[config.mk]
export PLATFORM = sky130hd
export DESIGN_NAME = puf_resp_uart_tx
export DESIGN_NICKNAME = d
export VERILOG_FILES = /design/src/rtl/puf_pkg.sv /design/src/rtl/uart_tx_byte.sv /design/src/rtl/puf_resp_uart_tx.sv
export SDC_FILE = /design/constraint.sdc
export NUM_CORES = 1
export LEC_CHECK = 0
export BUFFER_PORTS_ARGS = -buffer_cell sky130_fd_sc_hd__buf_2
export CORE_MARGIN = 3
export CORE_UTILIZATION = 55
export DETAILED_ROUTE_END_ITERATION = 7
export PLACE_DENSITY = 0.69
export SLEW_MARGIN = 20
export SYNTH_ARGS = -nofsm -noshare
export SYNTH_HDL_FRONTEND = slang
export SYNTH_SLANG_ARGS = --single-unit
[constraint.sdc]
create_clock -name clk -period 2.6 [get_ports clk]
set_input_delay 0.13 -clock clk [delete_from_list [all_inputs] [get_ports clk]]
set_output_delay 0.13 -clock clk [all_outputs]
set_load 0.02 [all_outputs]
[src/rtl/puf_pkg.sv]
// Shared constants and types for the RO-PUF response path: UART framing,
// default response geometry and the transmitter state encoding.
package puf_pkg;

  localparam int DATA_BITS        = 8;
  localparam int FRAME_BITS       = 10;  // start + 8 data + stop
  localparam int DEF_RESP_BITS    = 16;
  localparam int DEF_CLKS_PER_BIT = 868;
  localparam int DEF_CNT_W        = 10;

  typedef enum logic [1:0] {
    IDLE  = 2'd0,
    START = 2'd1,
    DATA  = 2'd2,
    STOP  = 2'd3
  } uart_state_t;

  // Index width that stays legal when there is only a single byte to count.
  function automatic int idx_width(input int n);
    return (n > 1) ? $clog2(n) : 1;
  endfunction

endpackage

[src/rtl/uart_tx_byte.sv]
// Single-byte 8N1 UART transmitter. A byte is accepted whenever o_ready and
// i_valid are both high; o_ready also rises in the final stop-bit cycle so
// back-to-back frames leave no idle gap on the line.
module uart_tx_byte
  import puf_pkg::*;
#(
  parameter int CLKS_PER_BIT = DEF_CLKS_PER_BIT,
  parameter int CNT_W        = DEF_CNT_W
) (
  input  logic                 clk,
  input  logic                 reset,
  input  logic                 i_valid,
  input  logic [DATA_BITS-1:0] i_data,
  output logic                 o_ready,
  output logic                 o_tx,
  output logic                 o_busy,
  output logic                 o_done
);

  localparam int BIT_W = $clog2(DATA_BITS);
  localparam logic [CNT_W-1:0] CNT_RELOAD = CNT_W'(CLKS_PER_BIT - 1);

  uart_state_t          r_state;
  logic [CNT_W-1:0]     r_cnt;
  logic [BIT_W-1:0]     r_bit;
  logic [DATA_BITS-1:0] r_shift;
  logic                 r_tx;
  logic                 r_busy;
  logic                 r_done;
  logic                 w_bit_end;
  logic                 w_accept;

  assign w_bit_end = (r_cnt == '0);
  assign o_ready   = (r_state == IDLE) || ((r_state == STOP) && w_bit_end);
  assign w_accept  = i_valid && o_ready;

  assign o_tx   = r_tx;
  assign o_busy = r_busy;
  assign o_done = r_done;

  // NOTE: every register here is written with <= so all of them update from
  // the same pre-edge values; a blocking '=' would let later lines see new state.
  always_ff @(posedge clk) begin
    if (reset) begin
      r_state <= IDLE;
      r_cnt   <= '0;
      r_bit   <= '0;
      r_shift <= '0;
      r_tx    <= 1'b1;
      r_busy  <= 1'b0;
      r_done  <= 1'b0;
    end else begin
      r_done <= 1'b0;
      if (w_accept) begin
        r_state <= START;
        r_shift <= i_data;
        r_cnt   <= CNT_RELOAD;
        r_tx    <= 1'b0;
        r_busy  <= 1'b1;
      end else begin
        case (r_state)
          IDLE: r_tx <= 1'b1;
          START: begin
            if (w_bit_end) begin
              r_state <= DATA;
              r_cnt   <= CNT_RELOAD;
              r_bit   <= '0;
              r_tx    <= r_shift[0];
            end else begin
              r_cnt <= r_cnt - CNT_W'(1);
            end
          end
          DATA: begin
            if (w_bit_end) begin
              r_cnt <= CNT_RELOAD;
              if (r_bit == BIT_W'(DATA_BITS - 1)) begin
                r_state <= STOP;
                r_tx    <= 1'b1;
              end else begin
                // LSB-first: the next bit out is the one above the current LSB.
                r_bit   <= r_bit + BIT_W'(1);
                r_shift <= r_shift >> 1;
                r_tx    <= r_shift[1];
              end
            end else begin
              r_cnt <= r_cnt - CNT_W'(1);
            end
          end
          STOP: begin
            if (w_bit_end) begin
              r_state <= IDLE;
              r_tx    <= 1'b1;
              r_busy  <= 1'b0;
              r_done  <= 1'b1;
            end else begin
              r_cnt <= r_cnt - CNT_W'(1);
            end
          end
          default: r_state <= IDLE;
        endcase
      end
    end
  end

endmodule

[src/rtl/puf_resp_uart_tx.sv]
// Collects PUF comparator bits, freezes the word on the controller's done
// rise and streams it MSB-byte-first over UART, flagging overlapping requests.
module puf_resp_uart_tx
  import puf_pkg::*;
#(
  parameter int RESP_BITS    = DEF_RESP_BITS,
  parameter int CLKS_PER_BIT = DEF_CLKS_PER_BIT,
  parameter int CNT_W        = DEF_CNT_W
) (
  input  logic                         clk,
  input  logic                         reset,
  input  logic                         sr_en,
  input  logic                         resp_bit,
  input  logic                         done,
  output logic                         tx,
  output logic                         busy,
  output logic                         tx_done,
  output logic                         overrun,
  output logic [$clog2(RESP_BITS):0]   bit_cnt
);

  localparam int N_BYTES = RESP_BITS / DATA_BITS;
  localparam int IDX_W   = idx_width(N_BYTES);
  localparam int BCNT_W  = $clog2(RESP_BITS) + 1;

  logic [RESP_BITS-1:0] r_cap;
  logic [RESP_BITS-1:0] r_txbuf;
  logic [BCNT_W-1:0]    r_bit_cnt;
  logic [IDX_W-1:0]     r_byte_idx;
  logic                 r_done_q;
  logic                 r_overrun;

  logic [RESP_BITS-1:0] w_cap_next;
  logic [RESP_BITS-1:0] w_txbuf_shl;
  logic [DATA_BITS-1:0] w_byte_data;
  logic                 w_rise;
  logic                 w_latch;
  logic                 w_chain;
  logic                 w_byte_valid;
  logic                 w_byte_ready;
  logic                 w_busy;

  // The latch takes the word as it would look after this cycle's shift, so a
  // strobe coincident with done is not lost.
  assign w_cap_next   = sr_en ? {r_cap[RESP_BITS-2:0], resp_bit} : r_cap;
  assign w_txbuf_shl  = r_txbuf << DATA_BITS;
  assign w_rise       = done && !r_done_q;
  assign w_latch      = w_rise && !w_busy;
  assign w_chain      = w_busy && w_byte_ready && (r_byte_idx != IDX_W'(N_BYTES - 1));
  assign w_byte_valid = w_latch || w_chain;
  assign w_byte_data  = w_latch ? w_cap_next[RESP_BITS-1 -: DATA_BITS]
                                : w_txbuf_shl[RESP_BITS-1 -: DATA_BITS];

  assign busy    = w_busy;
  assign overrun = r_overrun;
  assign bit_cnt = r_bit_cnt;

  always_ff @(posedge clk) begin
    if (reset) begin
      r_cap      <= '0;
      r_txbuf    <= '0;
      r_bit_cnt  <= '0;
      r_byte_idx <= '0;
      r_done_q   <= 1'b0;
      r_overrun  <= 1'b0;
    end else begin
      r_done_q <= done;
      if (w_rise && w_busy) r_overrun <= 1'b1;
      if (w_latch) begin
        r_txbuf    <= w_cap_next;
        r_cap      <= '0;
        r_bit_cnt  <= '0;
        r_byte_idx <= '0;
      end else begin
        if (sr_en) begin
          r_cap <= w_cap_next;
          if (r_bit_cnt != BCNT_W'(RESP_BITS)) r_bit_cnt <= r_bit_cnt + BCNT_W'(1);
        end
        // The buffer shifts up as each byte goes out; its top byte is next.
        if (w_chain) begin
          r_txbuf    <= w_txbuf_shl;
          r_byte_idx <= r_byte_idx + IDX_W'(1);
        end
      end
    end
  end

  uart_tx_byte #(
    .CLKS_PER_BIT (CLKS_PER_BIT),
    .CNT_W        (CNT_W)
  ) u_uart_tx_byte (
    .clk     (clk),
    .reset   (reset),
    .i_valid (w_byte_valid),
    .i_data  (w_byte_data),
    .o_ready (w_byte_ready),
    .o_tx    (tx),
    .o_busy  (w_busy),
    .o_done  (tx_done)
  );

endmodule

* Word-level counts from Yosys, hierarchy flattened *
Index checks and enable logic that the tools add are counted.

word-level totals
  flip-flop bits (word level) = 58
  bits of input ports = 5
  output and inout bits = 9
  word-level logic and storage cells = 106

operators by class
  add/subtract/negate cells = 4
  equal/unequal tests = 17
  mux-type cells = 32
  bitwise logic cells = 3
  reduce and logical (&&, ||, !) cells = 35

operators by type and width
  cell                     count
  $mux W8                  7
  $mux W10                 3
  $pmux W10 S2             1
  $mux W16                 1
  $reduce_and A5 Y1        3
  $ne A3 B1 Y1 const B     4
  $reduce_bool A2 Y1       6
  $logic_not A10 Y1        1
  $mux W1                  10
  $ne A2 B1 Y1 const B     5
  $sub A10 B1 Y10 const B  1
  $mux W3                  3
  $mux W2                  4
  $reduce_and A2 Y1        4
  $logic_and A1 B1 Y1      7
  $pmux W2 S3              1
  $pmux W3 S2              1
  $reduce_and A3 Y1        2
  $reduce_bool A3 Y1       2
  $reduce_or A2 Y1         3
  $add A5 B1 Y5 const B    1
  $ne A5 B5 Y1 const B     1
  $eq A2 B2 Y1 const B     2
  $ne A2 B2 Y1 const B     2
  12 further kinds         16

* Depth between registers and ports, before layout *
Gate-level depths: netlist of the first run.

  depth in word-level cells = 9
  mapped depth = 8
  depth with buffers taken out = 7

* Hierarchy *
Synthesis of the first run repeated with hierarchy kept, for this count alone.

second synthesis, totals
  cells, all modules = 307
  area total of the unflattened synthesis = 2,847.7 sq um

by module, submodules not included
  module            times used  cells an instance  area an instance (sq um)  sequential area each (sq um)
  uart_tx_byte      1           176                1,544.0                   520.5
  puf_resp_uart_tx  1           131                1,303.8                   640.6

* Least setup slack after synthesis of the first run *
No wires, ideal clock.

  path type = register to register
  start = register u_uart_tx_byte.r_cnt[5]
  end = register u_uart_tx_byte.r_bit[1]
  library setup time = 0.116 ns
  data arrival time = 1.763 ns
  data required time = 2.484 ns
  setup slack = 0.722 ns
  cell stages (with the launch flop) = 6
  path buffers = 0
  clock period less this slack = 1.878 ns
  cell sequence = dfxtp_1 -> or4_4 -> o31a_1 -> o221ai_2 -> nor3_1 -> a31o_1

between the ends
  word-level cells in the longest chain between the ends = 9
  elaborated cells between the ends (all ways) = 11
  classes of those cells = 2 x eq/ne; 1 x bitwise; 8 x reduce/logical

RTL lines
  item                               RTL line                source
  start, declared                    uart_tx_byte.sv:24      logic [CNT_W-1:0] r_cnt;
  start signal, assigned             uart_tx_byte.sv:70      r_cnt <= r_cnt - CNT_W'(1);
  start signal, assigned             uart_tx_byte.sv:86      r_cnt <= r_cnt - CNT_W'(1);
  start signal, assigned             uart_tx_byte.sv:96      r_cnt <= r_cnt - CNT_W'(1);
  $logic_not A10 Y1 (*)              uart_tx_byte.sv:33      assign w_bit_end = (r_cnt == '0);
  $logic_and A1 B1 Y1                uart_tx_byte.sv:34      assign o_ready = (r_state == IDLE) || ((r_state == STOP) && w_bit_end);
  $logic_or A1 B1 Y1                 uart_tx_byte.sv:34
  $logic_and A1 B1 Y1 (2 in series)  puf_resp_uart_tx.sv:49  assign w_chain = w_busy && w_byte_ready && (r_byte_idx != IDX_W'(N_BYTES - 1));
  $logic_or A1 B1 Y1                 puf_resp_uart_tx.sv:50  assign w_byte_valid = w_latch || w_chain;
  $logic_and A1 B1 Y1                uart_tx_byte.sv:35      assign w_accept = i_valid && o_ready;
  $not A1 Y1 (no line)               --
  $reduce_and A5 Y1 (no line) (*)    --
  end signal, assigned               uart_tx_byte.sv:81      r_bit <= r_bit + BIT_W'(1);
  end, declared                      uart_tx_byte.sv:25      logic [BIT_W-1:0] r_bit;

Mark *: on every way between the ends. The rest lies on a longest branch, timed or not.
A chain may end at the register's enable or synchronous reset.

* Worst setup path after layout of the first run *
  start = register u_uart_tx_byte.r_cnt[5]
  end = register u_uart_tx_byte.r_shift[2]

between the ends
  word-level cells in the longest chain between the ends = 9
  elaborated cells between the ends (all ways) = 12
  classes of those cells = 1 x eq/ne; 1 x mux; 10 x reduce/logical

RTL lines
  item                                                          RTL line                source
  $logic_not A10 Y1 (*)                                         uart_tx_byte.sv:33
  $logic_and A1 B1 Y1                                           uart_tx_byte.sv:34
  $logic_or A1 B1 Y1                                            uart_tx_byte.sv:34
  $logic_and A1 B1 Y1 (2 in series)                             puf_resp_uart_tx.sv:49
  $logic_or A1 B1 Y1                                            puf_resp_uart_tx.sv:50
  $logic_and A1 B1 Y1                                           uart_tx_byte.sv:35
  $ne A2 B1 Y1 (no line) or $reduce_bool A2 Y1 (tied branches)  --
  $reduce_and A3 Y1 (no line)                                   --
  end signal, assigned                                          uart_tx_byte.sv:56      r_shift <= i_data;
  end signal, assigned                                          uart_tx_byte.sv:82      r_shift <= r_shift >> 1;
  end, declared                                                 uart_tx_byte.sv:26      logic [DATA_BITS-1:0] r_shift;

Marked as above.

==> impl_results.md, run 1 <==
* Outcome: finished clean
* Count of antenna diodes in the layout at 0
* Met2 wirelength from detailed routing at 2940 um
* Switching Share at 0.396
* Maximum count of clock buffers along a single path at 2
* # H-tree levels at 3
* CTS tree: yes
* Setup repair after global routing missed its margin: no
* Fraction of layout cells with a size suffix above 1 at 0.158
* Width of the chip at 77.3 um
* Worst Clk Skew at 0.00707 ns
* Arrival time reported for the critical path endpoint at 2.26 ns
* Share of total power in combinational logic at 0.422
* DRC violation count after routing at 0
* Post-route clock period utilization at 0.797
* Most used cells in the layout excluding fill and tap cells: 58 x sky130_fd_sc_hd__dfxtp_1, 50 x sky130_fd_sc_hd__nor2_1, 20 x sky130_fd_sc_hd__mux2i_1, 20 x sky130_fd_sc_hd__a211oi_1, 14 x sky130_fd_sc_hd__nand2_1
* Endpoint class of the critical path: register
* Wire length on met1 at 2780 um
* Slew headroom at 0.522
* CP startpoint: u_uart_tx_byte.r_cnt[5]$_SDFFE_PP0P_
* Sum of negative setup slack at 0 ns
* Register bit total from synthesis at 58
* Cell internal power dissipation at 2.18 mW
* Number of nets in the synthesized netlist at 318
* Post-CTS setup buffer count at 0
* Dominant cell type by area after synthesis: sky130_fd_sc_hd__dfxtp_1
* Number of enable-type register cells in the synthesized netlist at 0
* Worst skew pair latency at 0.33 ns
* Sequential fraction of the synthesis area at 0.415
* Placed wire-length estimate after detailed placement at 4110 um
* Number of vias after detailed routing at 2,284
* Number of clock buffers inserted by TritonCTS at 9
* Average via count per standard cell at 5.87
* Global placement routability congestion at 0.899
* Final ANT Viol Nets at 0
* Min Tclk post-route at 2.07 ns
* Critical R2R Launch: u_uart_tx_byte.r_cnt[5]$_SDFFE_PP0P_
* Actual slew at the worst max-slew pin at 0.717 ns
* Share of total power in sequential cells at 0.333
* Power share of the clock group at 0.244
* Peak fanout along the critical path at 17
* Final hold vios at 0
* Global-route wire length before repair at 10,300 um
* Final routed wirelength across all metal layers at 6040 um
* Worst-case register-to-register setup slack at 0.53 ns
* Number of DRC markers in iteration 0 at 106
* Pin count of the biggest net entering global routing at 34
* Most common library cell in the layout ignoring fill and taps: sky130_fd_sc_hd__dfxtp_1
* Largest cells by area after synthesis: sky130_fd_sc_hd__dfxtp_1 42%, sky130_fd_sc_hd__mux2i_1 7.2%, sky130_fd_sc_hd__nor2_1 6.7%, sky130_fd_sc_hd__ha_1 5.8%, sky130_fd_sc_hd__a211oi_1 5.4%
* Post-Synthesis Cells at 300
* Area of the die at 0.00597 mm2
* Path class of the lowest-slack min-delay path: in2reg
* Average size of a mapped cell at 9.32 um2
* Hold path start: resp_bit
* Number of setup violations in the final report at 0
* Die height at 77.3 um
* Crit path required time at 2.78 ns
* Leakage power figure at 1.30 nW
* Synth-to-Final Area Change at 12.0%
* Cell Pwr Density at 1150 mW/mm2
* Number of buffer cells added on primary ports at 13
* Detailed-routing iteration count for the pre-antenna-repair pass at 4
* Area inside the core boundary at 0.00482 mm2
* Count of pins over their slew limit at 0
* Class of the most critical setup path: reg2reg
* I/O Pins at 14
* Final global-route overflow total at 0
* Post-synth design cell area at 0.00280 mm2
* Critical path launch point type: register
* Number of antenna violations at the first check in global routing at 0
* Max-cap viol count at 0
* Most common flop cell mapped by yosys: sky130_fd_sc_hd__dfxtp_1
* Number of global-route vias before repair at 2,189
* Highest signal layer in the routed design: met4
* Total number of yosys warnings at 0
* Hold-fix buffers at CTS at 0
* Max Clk Rate at 483 MHz
* Post-layout net count at 335
* Clock Root Buffer: sky130_fd_sc_hd__clkbuf_8
* Worst IR Drop VDD at 0.000686 V
* Met3 routed wirelength at 205 um
* Total global routing track utilization at 0.218
* Effective utilization at floorplan at 0.580
* Share of Yosys cell area claimed by the top area cell type at 0.415
* Sinks on Clock Net at 58
* Switching power total at 1.43 mW
* Clock transition time at the flip-flop clock pins of the worst setup and hold paths at 0.07 ns
* Detailed-route wire length per cell at 15.5 um
* Number of rows in the core area at 25
* Count of instances resized after the clock tree is built at 0
* Total chip power at 3.61 mW
* Async S/R FF share, synth at 0
* Number of unique standard cell types used by synthesis at 50
==> Yosys cell counts (2+ instances only) <==
cell type and number:
sky130_fd_sc_hd__a31o_1 5, sky130_fd_sc_hd__nor2b_1 3, sky130_fd_sc_hd__nand3b_1 4, sky130_fd_sc_hd__nand4_1 4, sky130_fd_sc_hd__and3_1 6, sky130_fd_sc_hd__o31ai_1 3
sky130_fd_sc_hd__nor3b_1 3, sky130_fd_sc_hd__mux2_2 5, sky130_fd_sc_hd__o311ai_0 2, sky130_fd_sc_hd__nor2_1 50, sky130_fd_sc_hd__o21ai_0 2, sky130_fd_sc_hd__buf_6 2
sky130_fd_sc_hd__a21oi_1 10, sky130_fd_sc_hd__nor3_1 8, sky130_fd_sc_hd__a211oi_1 20, sky130_fd_sc_hd__nand3_1 4, sky130_fd_sc_hd__ha_1 13, sky130_fd_sc_hd__a22oi_1 5
sky130_fd_sc_hd__or3_1 2, sky130_fd_sc_hd__nand4b_1 2, sky130_fd_sc_hd__xor2_1 6, sky130_fd_sc_hd__dfxtp_1 58, sky130_fd_sc_hd__clkbuf_1 9, sky130_fd_sc_hd__mux2i_1 20
sky130_fd_sc_hd__inv_1 10, sky130_fd_sc_hd__a31oi_1 2, sky130_fd_sc_hd__nand2_1 14, sky130_fd_sc_hd__o211ai_1 6
==> registers in the layout, indices dropped and copies added (netlist names) <==
name and flops:
r_txbuf 8, u_uart_tx_byte.o_tx 1, u_uart_tx_byte.r_cnt 10, r_cap 16
u_uart_tx_byte.r_state 2, u_uart_tx_byte.r_shift 8, u_uart_tx_byte.o_busy 1, r_byte_idx 1
overrun 1, u_uart_tx_byte.o_done 1, r_done_q 1, bit_cnt 5
u_uart_tx_byte.r_bit 3
==> path summary, 6_finish.rpt <==
path / to / cells after the start
setup / recovery: u_uart_tx_byte.r_shift[2]$_SDFFE_PP0P_ / 5
hold / removal: r_cap[0]$_SDFFE_PP0P_ / 3
setup reg to reg: u_uart_tx_byte.r_shift[2]$_SDFFE_PP0P_ / 5
hold reg to reg: u_uart_tx_byte.r_shift[7]$_SDFFE_PP0P_ / 2
==> stage by stage <==
step	hold WS (ns)	cell area, um2	setup WS [ns]	instances	utilization
global placement	0.395	2920	0.572	373	0.606
floorplan	0.258	2800	0.722	300	-
global route	0.0621	3130	0.417	389	0.650
CTS	0.0498	3130	0.518	389	0.650
finish	0.0573	3130	0.528	389	0.650
detailed placement	0.408	2920	0.531	373	0.606
==> worst max-delay path, stage by stage (launching register included) <==
cell and delay [ns]:
sky130_fd_sc_hd__dfxtp_1 0.36, sky130_fd_sc_hd__or4_4 0.58, sky130_fd_sc_hd__o31ai_4 0.30, sky130_fd_sc_hd__o21ai_2 0.27, sky130_fd_sc_hd__a211oi_1 0.33, sky130_fd_sc_hd__a211oi_1 0.09
==> area by class of cell <==
| cell class | instances | area, um2 |
|---|---|---|
| Sequential cell | 58 | 1160 |
| Fill cell | 437 | 1690 |
| Multi-Input combinational cell | 219 | 1530 |
| Timing Repair Buffer | 19 | 110 |
| Clock buffer | 12 | 165 |
| Tap cell | 67 | 83.8 |
| Inverter | 10 | 37.5 |
| Clock inverter | 4 | 48.8 |
==> power by group through the flow <==
stage,Clock [mW],Sequential (mW),Combinational [mW]
6_report,0.881,1.20,1.52
5_1_grt,0.935,1.23,1.71
4_1_cts,0.902,1.20,1.52
3_5_place_dp,0,1.22,1.51
3_3_place_gp,0,1.21,1.50
2_1_floorplan,0,1.20,1.17
==> cell families (layout without fill, tap and decap cells) <==
kind of cell	count (synthesis)	in the layout	share of synthesized area
buf+inv	23	45	0.0389
flops	58	58	0.415
mux	25	25	0.0918
simple gates	109	109	0.196
compound gates	65	65	0.178
xor+xnor	7	7	0.0219
fa+ha+maj	13	13	0.0582
==> per-layer routing <==
layer,vias to the layer above,global-route usage
li1,1138,-
met1,1086,0.270
met2,48,0.355
met3,12,0.0528
met4,0,0.0996
met5,-,0
Power figures use the tool's default switching activity.
==> run 2: changes to the inputs <==
- CORE_UTILIZATION: 55 -> 54
- PLACE_DENSITY: 0.69 -> 0.7
- clock period: 2.6 -> 1.8 ns (I/O delays scaled with it)
==> impl_results.md, run 2 (synthesis results as in run 1) <==
* Worst IR Drop VDD at 0.00121 V
* Global-route wire length before repair at 11,000 um
* Post-route clock period utilization at 1.07
* Hold path start: done
* Register with the highest flop count: r_cap
* Fraction of layout cells with a size suffix above 1 at 0.299
* Max-cap viol count at 0
* Hold-fix buffers at CTS at 0
* Final global-route overflow total at 0
* Synth-to-Final Area Change at 28.6%
* Clock Root Buffer: sky130_fd_sc_hd__clkbuf_8
* Worst skew pair latency at 0.35 ns
* Hold Path Cell Cnt at 2
* Final routed wirelength across all metal layers at 6510 um
* Buffer and inverter count on the worst path at 1
* Final hold vios at 0
* Hold WS at 0.0183 ns
* Total area of multi-input combinational cells at 0.00164 mm2
* Setup repair after global routing missed its margin: yes
* Share of total power in sequential cells at 0.262
* Sequential Area at 0.00116 mm2
* Leakage power figure at 1.54 nW
* Average via count per standard cell at 5.73
* Total chip power at 6.40 mW
* Register-to-Register Path Depth at 6
* Detailed-route wire length per cell at 15.1 um
* Peak fanout along the critical path at 5
* Number of antenna violations at the first check in global routing at 0
* Violated checks: negative setup slack
* Share of total power in combinational logic at 0.508
* Number of global-route vias before repair at 2,329
* Cell Pwr Density at 1780 mW/mm2
* # H-tree levels at 3
* Number of rows in the core area at 25
* Power share of the clock group at 0.230
* Endpoint class of the critical path: register
* Final ANT Viol Nets at 0
* Area of the die at 0.00608 mm2
* Worst min-delay path endpoint: r_done_q$_SDFF_PP0_
* Critical R2R Launch: u_uart_tx_byte.r_cnt[8]$_SDFFE_PP0P_
* Filler Cell Count at 356
* Placed wire-length estimate after detailed placement at 4360 um
* Max Clk Rate at 520 MHz
* Number of buffer cells added on primary ports at 13
* Actual slew at the worst max-slew pin at 0.473 ns
* Effective utilization at floorplan at 0.577
* Final worst-path setup slack at -0.124 ns
* CTS tree: yes
* Slew headroom at 0.685
* Number of setup violations in the final report at 23
* Area inside the core boundary at 0.00485 mm2
* Critical path's slowest cell: sky130_fd_sc_hd__or4_4
* Maximum count of clock buffers along a single path at 2
* Min Tclk post-route at 1.92 ns
* Count of antenna diodes in the layout at 0
* Detailed-routing iteration count for the pre-antenna-repair pass at 4
* Global placement routability congestion at 0.901
* Clock transition time at the flip-flop clock pins of the worst setup and hold paths at 0.07 ns
* Switching power total at 2.42 mW
* Pin count of the biggest net entering global routing at 34
* Die height at 77.9 um
* Path class of the lowest-slack min-delay path: in2reg
* DRC violation count after routing at 0
* Width of the chip at 77.9 um
* Worst path max stage delay at 0.57 ns
* Total global routing track utilization at 0.233
* Max reg flops at 16
* Cell internal power dissipation at 3.98 mW
* I/O Pins at 14
* Sinks on Clock Net at 58
* Worst Clk Skew at 0.00610 ns
* Number of vias after detailed routing at 2,471
* Crit path required time at 2.07 ns
* Arrival time reported for the critical path endpoint at 2.20 ns
* Post-layout net count at 377
* CP top delay family: compound AO/OA/AOI/OAI gates
* Class of the most critical setup path: reg2reg
* Number of clock buffers inserted by TritonCTS at 9
* Chain of cells forming the critical path: or4_4, o31a_1, o221ai_2, buf_4, nand2_1, a21oi_1
* Critical path launch point type: register
* Worst-case register-to-register setup slack at -0.12 ns
* Number of DRC markers in iteration 0 at 134
* Filler-free cell count of the finished design at 431
* Most used cells in the layout excluding fill and tap cells: 56 x sky130_fd_sc_hd__dfxtp_1, 50 x sky130_fd_sc_hd__nor2_1, 43 x sky130_fd_sc_hd__buf_4
* Switching Share at 0.378
* Count of pins over their slew limit at 0
* Most common library cell in the layout ignoring fill and taps: sky130_fd_sc_hd__dfxtp_1
* Largest registers ranked by flip-flop count: r_cap x16, u_uart_tx_byte.r_cnt x10
* Destination of the worst register-to-register timing path: u_uart_tx_byte.r_bit[0]$_SDFFE_PP0P_
* Outcome: finished with violations
* Number of cells after detailed placement at 410
[run 2: power groups by stage]
stage	clock network, mW	registers (mW)	logic [mW]
after detailed placement	0	1.70	2.79
final	1.47	1.68	3.25
after global routing	1.56	1.71	3.53
after CTS	1.49	1.67	2.98
after floorplan	0	1.74	1.70
after global placement	0	1.69	2.75
[run 2: final cells by class]
type | instances | share of cell area
Multi-Input combinational cell | 220 | 0.455
Sequential cell | 58 | 0.324
Timing Repair Buffer | 60 | 0.120
Clock buffer | 9 | 0.0345
Clock inverter | 7 | 0.0324
Tap cell | 67 | 0.0233
Inverter | 10 | 0.0104
[run 2: per-layer routing]
| metal | wire length, um | vias to the layer above | share of wire | GRT usage |
|---|---|---|---|---|
| li1 | - | 1215 | - | - |
| met1 | 2950 | 1166 | 0.45 | 0.291 |
| met2 | 3070 | 77 | 0.47 | 0.364 |
| met3 | 316 | 13 | 0.049 | 0.0580 |
| met4 | 169 | 0 | 0.026 | 0.131 |
| met5 | 0 | - | 0 | 0 |
[run 2: repair_timing]
action / CTS / global route
pin swaps: 9 / 6
resized for setup: 13 / 13
setup buffers: 0 / 4
endpoints found under the hold margin: 0 / 0
setup endpoints to repair: 29 / 32
gates cloned: 1 / 0
[run 2: worst max path at each step]
stage	start	endpoint	slack, ns	cells after the start
floorplan	u_uart_tx_byte.r_cnt[8]$_SDFFE_PP0P_	u_uart_tx_byte.r_bit[1]$_SDFFE_PP0P_	0.003	5
global placement	u_uart_tx_byte.r_cnt[8]$_SDFFE_PP0P_	u_uart_tx_byte.r_cnt[6]$_SDFFE_PP0P_	-0.13	5
detailed placement	u_uart_tx_byte.r_state[1]$_SDFFE_PP0P_	u_uart_tx_byte.r_cnt[6]$_SDFFE_PP0P_	-0.13	6
CTS	u_uart_tx_byte.r_cnt[8]$_SDFFE_PP0P_	u_uart_tx_byte.r_bit[0]$_SDFFE_PP0P_	-0.12	6
global route	u_uart_tx_byte.r_cnt[8]$_SDFFE_PP0P_	u_uart_tx_byte.r_shift[7]$_SDFFE_PP0P_	-0.20	7
finish	u_uart_tx_byte.r_cnt[8]$_SDFFE_PP0P_	u_uart_tx_byte.r_bit[0]$_SDFFE_PP0P_	-0.12	6
[run 2: stage by stage]
step           area (um2)  worst slack (ns)  utilization  TNS (ns)
6_report             3590            -0.124        0.741    -0.954
5_1_grt              3590            -0.200        0.741     -2.76
4_1_cts              3510            -0.115        0.724    -0.951
3_5_place_dp         3200            -0.131        0.659     -1.25
3_3_place_gp         3200            -0.126        0.659    -0.593
2_1_floorplan        2800           0.00275            -         0
